**config.mk**
```make
export PLATFORM = sky130hd
export DESIGN_NAME = tm_class_argmax
export DESIGN_NICKNAME = d
export VERILOG_FILES = /design/src/rtl/tm_pkg.sv /design/src/rtl/tm_clause_popcount.sv /design/src/rtl/tm_class_argmax.sv
export SDC_FILE = /design/constraint.sdc
export NUM_CORES = 2
export LEC_CHECK = 0
export BUFFER_PORTS_ARGS = -buffer_cell sky130_fd_sc_hd__buf_2
export CORE_AREA = 2 2 414 416
export CTS_CLUSTER_DIAMETER = 200
export CTS_CLUSTER_SIZE = 14
export DETAILED_ROUTE_END_ITERATION = 10
export DIE_AREA = 0 0 416 418
export GPL_TIMING_DRIVEN = 1
export PLACE_DENSITY_LB_ADDON = 0.25
export SYNTH_ARGS = -nofsm -noshare
export SYNTH_HDL_FRONTEND = slang
export SYNTH_SLANG_ARGS = --single-unit
```
**constraint.sdc**
```tcl
create_clock -name clk -period 18.05 [get_ports clk]
set_clock_uncertainty 0.1 [all_clocks]
set_input_delay 0.9025 -clock clk [delete_from_list [all_inputs] [get_ports clk]]
set_output_delay 0.9025 -clock clk [all_outputs]
set_load 0.02 [all_outputs]
```
**src/rtl/tm_pkg.sv**
```systemverilog
// Shared types and width helpers for the Tsetlin-machine class argmax block.
package tm_pkg;

   // Controller states: wait for a sample, sweep the classes, present the result.
   typedef enum logic [1:0] {
      StIdle,
      StSum,
      StOut
   } state_e;

   // Width of a signed class sum: holds -CLAUSE_NUM/2 .. +CLAUSE_NUM/2.
   function automatic int sum_w(input int clause_num);
      return $clog2(clause_num / 2 + 1) + 1;
   endfunction

   // Width of a class index; never narrower than one bit.
   function automatic int class_w(input int class_num);
      return (class_num > 1) ? $clog2(class_num) : 1;
   endfunction

endpackage

```
**src/rtl/tm_clause_popcount.sv**
```systemverilog
// Combinational class sum: popcount of even-index clauses minus popcount of odd-index clauses.
module tm_clause_popcount
   import tm_pkg::*;
#(
   parameter int CLAUSE_NUM = 100,
   localparam int SUM_W = sum_w(CLAUSE_NUM)
) (
   input  logic [CLAUSE_NUM-1:0]   clauses,
   output logic signed [SUM_W-1:0] sum
);

   // Each count fits in SUM_W-1 bits, so the difference cannot overflow SUM_W.
   logic [SUM_W-1:0] pos;
   logic [SUM_W-1:0] neg;

   // Count positive- and negative-polarity clause votes.
   always_comb begin
      pos = '0;
      neg = '0;
      for (int i = 0; i < CLAUSE_NUM; i++) begin
         if (i % 2 == 0) begin
            pos = pos + SUM_W'(clauses[i]);
         end else begin
            neg = neg + SUM_W'(clauses[i]);
         end
      end
      sum = signed'(pos - neg);
   end

endmodule

```
**src/rtl/tm_class_argmax.sv**
```systemverilog
// Tsetlin-machine class argmax: registers one clause vector, evaluates one class per cycle
// through a shared popcount, and streams out the winning index and sum.
// Optional build macro TM_CLASS_SUMS_EN adds the class_sums port with every per-class sum.
module tm_class_argmax
   import tm_pkg::*;
#(
   parameter int CLASS_NUM              = 10,
   parameter int CLAUSE_NUM             = 100,
   parameter int C_M00_AXIS_TDATA_WIDTH = 64,
   localparam int SUM_W   = sum_w(CLAUSE_NUM),
   localparam int CLASS_W = class_w(CLASS_NUM)
) (
   input  logic                                   clk,
   input  logic                                   rst,
   input  logic [CLASS_NUM-1:0][CLAUSE_NUM-1:0]   clauses,
   input  logic                                   in_valid,
   input  logic                                   in_last,
   output logic                                   in_ready,
   output logic                                   m00_axis_tvalid,
   input  logic                                   m00_axis_tready,
   output logic [C_M00_AXIS_TDATA_WIDTH-1:0]      m00_axis_tdata,
   output logic                                   m00_axis_tlast
`ifdef TM_CLASS_SUMS_EN
   ,
   output logic signed [CLASS_NUM-1:0][SUM_W-1:0] class_sums
`endif
);

   state_e                                state_q;
   state_e                                state_d;
   logic [CLASS_NUM-1:0][CLAUSE_NUM-1:0]  clauses_q;
   logic                                  last_q;
   logic [CLASS_W-1:0]                    cnt_q;
   logic [CLASS_W-1:0]                    idx_q;
   logic signed [SUM_W-1:0]               max_q;
   logic signed [SUM_W-1:0]               cur_sum;
   logic [CLAUSE_NUM-1:0]                 sel_clauses;
   logic                                  last_class;

   assign last_class = (cnt_q == CLASS_W'(CLASS_NUM - 1));

   // Select the clause vector of the class under evaluation.
   always_comb begin
      sel_clauses = '0;
      for (int k = 0; k < CLASS_NUM; k++) begin
         if (cnt_q == CLASS_W'(k)) begin
            sel_clauses = clauses_q[k];
         end
      end
   end

   tm_clause_popcount #(
      .CLAUSE_NUM (CLAUSE_NUM)
   ) u_popcount (
      .clauses (sel_clauses),
      .sum     (cur_sum)
   );

   // State register; reset wins over any handshake.
   always_ff @(posedge clk) begin
      if (rst) begin
         state_q <= StIdle;
      end else begin
         state_q <= state_d;
      end
   end

   // Next-state logic and handshake outputs.
   always_comb begin
      state_d         = state_q;
      in_ready        = 1'b0;
      m00_axis_tvalid = 1'b0;
      case (state_q)
         StIdle: begin
            in_ready = 1'b1;
            if (in_valid) begin
               state_d = StSum;
            end
         end
         StSum: begin
            if (last_class) begin
               state_d = StOut;
            end
         end
         StOut: begin
            m00_axis_tvalid = 1'b1;
            if (m00_axis_tready) begin
               state_d = StIdle;
            end
         end
         default: state_d = StIdle;
      endcase
   end

   // Sample capture and running maximum; class 0 always seeds the maximum so that a
   // stale result from the previous sample never survives.
   always_ff @(posedge clk) begin
      if (rst) begin
         clauses_q <= '0;
         last_q    <= 1'b0;
         cnt_q     <= '0;
         idx_q     <= '0;
         max_q     <= '0;
      end else begin
         case (state_q)
            StIdle: begin
               if (in_valid) begin
                  clauses_q <= clauses;
                  last_q    <= in_last;
                  cnt_q     <= '0;
               end
            end
            StSum: begin
               cnt_q <= last_class ? '0 : cnt_q + CLASS_W'(1);
               // Strict compare keeps the lowest index on ties.
               if ((cnt_q == '0) || (cur_sum > max_q)) begin
                  max_q <= cur_sum;
                  idx_q <= cnt_q;
               end
            end
            default: ;
         endcase
      end
   end

   // Result word: index in the low bits, sign-extended sum from bit 16 up to bit 31.
   always_comb begin
      m00_axis_tdata                = '0;
      m00_axis_tdata[CLASS_W-1:0]   = idx_q;
      m00_axis_tdata[16 +: SUM_W]   = max_q;
      for (int b = 16 + SUM_W; (b < 32) && (b < C_M00_AXIS_TDATA_WIDTH); b++) begin
         m00_axis_tdata[b] = max_q[SUM_W-1];
      end
   end

   assign m00_axis_tlast = last_q;

`ifdef TM_CLASS_SUMS_EN
   logic signed [CLASS_NUM-1:0][SUM_W-1:0] sums_q;

   // Capture each class sum as it is evaluated; held until the next sweep.
   always_ff @(posedge clk) begin
      if (rst) begin
         sums_q <= '0;
      end else if (state_q == StSum) begin
         for (int k = 0; k < CLASS_NUM; k++) begin
            if (cnt_q == CLASS_W'(k)) begin
               sums_q[k] <= cur_sum;
            end
         end
      end
   end

   assign class_sums = sums_q;
`endif

endmodule

```
==> summary.txt <==
outcome: finished clean
Leakage Power: 21.6 nW
Max Slew Vio Count: 0
Post-DRT Antenna Nets: 0
CTS Buf Count: 82
Max Cap Viol: 0
Post-CTS Hold Buffers: 0
setup TNS: 0 ns
Total Routed Length: 235000 microns
Die Y: 418 microns
final-layout fill cell count: 18400
period utilization: 0.697
Max Fclk: 79.5 MHz
H-tree level count: 3
grt total ovfl: 0
minimum clock period: 12.58 ns
synthesis-stage register bit count: 1018
Tightest Hold Check Type: in2reg
routed via count: 45100
slowest cell delay on critical path: 1.08 ns
kind of critical path: reg2reg
Core Rows: 151
placed inst area: 52300 sq um
Top FF cell, synth: dfxtp_1
share of layout cells above drive strength 1: 0.206
RSZ-0062 raised after global routing: no
Final #Nets: 7613
all-layer global routing usage: 0.258
Worst-Margin Slew: 1.32 ns
worst-path maximum fanout: 61
vias in the first global route: 43100
utilization after layout: 0.323
TritonCTS clock tree: built
endpoint type of the worst setup path: register
CP Data Required Time: 18.56 ns
# DRC: 0
Pwr Density: 194 nW/um^2
final setup fails: 0
Clock Latency Late Sink: 0.72 ns
area of the mapped netlist: 46100 sq um
routability cong.: 0.953
WP data arrival: 13.09 ns
drt first pass iters: 9
post-synthesis cell type count: 67
Die Area: 174000 sq um
CP max-delay cell: dfxtp_4
Fin. Hold Viols: 0
cell repeated most along the worst path: fa_1
Area Overhead vs Synth: 18.5%
multi-input logic area: 23000 sq um
CP Launch Type: register
sequential cell area: 20400 sq um
Post-synth EDFFs: 0
Core Footprint: 169000 sq um
Syn Area/Cell: 7.93 sq um
DR iter-0 viols: 4503
wire per inst: 26.8 microns
initial antenna violation count: 114
post-DP HPWL: 177000 microns
pin count of the biggest net entering global routing: 229
die width: 416 microns
clock sinks: 1018
Rel. slew slack: 0.121
Setup Fix Bufs, Post-CTS: 0
Synth Instances: 5816
fraction of registers with async set/reset: 0
Peak VDD IR: 1190 uV
Final Instance Area: 54600 sq um
YS warnings: 0
post-cts gate resize count: 0
Starting Density: 0.273
Top Ports: 1072
Root Driver: clkbuf_16
worst-case clock buffer depth: 3
global-route wire length before repair: 321000 microns
sequential area share after synthesis: 0.442
buffers added on ports: 1027
clk slew on worst S/H paths: 0.09 ns
via density per instance: 5.14
[placed cells by master (no fill, tap or decap), drive strengths merged, types with 7 or more instances in the layout]
master	n
nand2	2057
a21oi	1089
buf	1084
dfxtp	1018
o21ai	133
inv	109
fa	88
mux2i	86
clkbuf	86
a22oi	84
mux2	82
nor2	66
a221oi	65
o21a	64
mux4	47
conb	44
diode	40
ha	28
o22ai	27
nand2b	26
and2	26
a222oi	23
a211o	17
o221ai	14
nor2b	13
a211oi	12
a21o	12
o2bb2ai	12
nor3	11
a221o	7
a32oi	7
[final timing paths]
path	from	end	depth (start not counted)	slack (ns)
worst max-delay path	cnt_q[0]	max_q[0]	30	5.47
worst min register to register	clauses_q[337]	clauses_q[337]	2	0.35
worst max register to register	cnt_q[0]	max_q[0]	30	5.47
worst min-delay path	clauses[484]	clauses_q[484]	3	0.30
[report_power, final]
part / leakage, nW / switching, W / internal [W]
clock: 1.09 / 0.000917 / 0.000841
combinational: 12.2 / 0.00367 / 0.00270
sequential: 8.36 / 0.000101 / 0.00239
[critical path: cells and delay by family, from the launching register on]
family,cells,cell delay [ns]
mux,1,0.41
fa+ha+maj,12,5.38
flops,1,1.08
simple gates,2,0.17
compound gates,9,3.50
buf+inv,6,1.70
[Yosys cell counts (13+ instances only)]
cell type  count  area (sq um)
buf_2        172           861
mux2i_1       86           861
ha_1          28           350
a21oi_1     1089          5450
fa_1          88          1760
o21a_1        64           480
o21ai_0      131           656
nand2_1     2057          7720
and2_1        26           163
buf_4         62           465
a211o_1       17           149
o22ai_1       27           169
dfxtp_1     1018         20400
clkbuf_1     282          1060
nand2b_1      26           163
nor2b_1       13          81.3
mux2_2        80           901
nor2_1        65           244
a22oi_1       84           631
a221oi_1      61           534
o221ai_1      14           123
a222oi_1      23           230
inv_1        106           398
mux4_2        47          1060
[cell families (layout without fill, tap and decap cells)]
family	Yosys count	count (layout)	share of synthesized area
flops	1018	1018	0.442
xor+xnor	2	2	0.000380
buf+inv	643	1285	0.0638
simple gates	2216	2216	0.186
compound gates	1605	1605	0.200
other cells	1	84	0.0000813
mux	215	215	0.0618
fa+ha+maj	116	116	0.0458
[state kept, by name, summed over array words and instances, names as in the netlist]
| register | cells |
|---|---|
| clauses_q | 1000 |
| idx_q | 4 |
| state_q | 2 |
| cnt_q | 4 |
| max_q | 7 |
| m00_axis_tlast | 1 |
[routing by layer]
layer	routed length, microns	vias up	global-route usage	part of all wire
met5	470	-	0	0.0020
met4	9350	82	0.103	0.040
met3	16200	401	0.0509	0.069
met2	107000	1803	0.406	0.45
met1	102000	22000	0.346	0.43
li1	-	20700	-	-
[stage by stage]
stage	hold slack (ns)	std cells	power [W]	worst slack (ns)
2_1_floorplan	0.332	5859	0.00704	8.82
3_3_place_gp	0.340	8626	0.00894	5.84
3_5_place_dp	0.344	8626	0.00889	5.67
4_1_cts	0.244	8719	0.0107	5.63
5_1_grt	0.276	8748	0.0115	5.13
6_report	0.301	8759	0.0106	5.47
[layout make-up]
| cell class | instances | share of cell area |
|---|---|---|
| clock buffers | 86 | 0.0382 |
| well taps | 2218 | 0.0508 |
| diodes | 40 | 0.00183 |
| repair buffers | 1084 | 0.104 |
| flip-flops and latches | 1018 | 0.373 |
| clock inverters | 7 | 0.00273 |
| multi-input cells | 4198 | 0.422 |
| inverters | 108 | 0.00749 |
No activity file was read; power rests on OpenSTA's default activity.
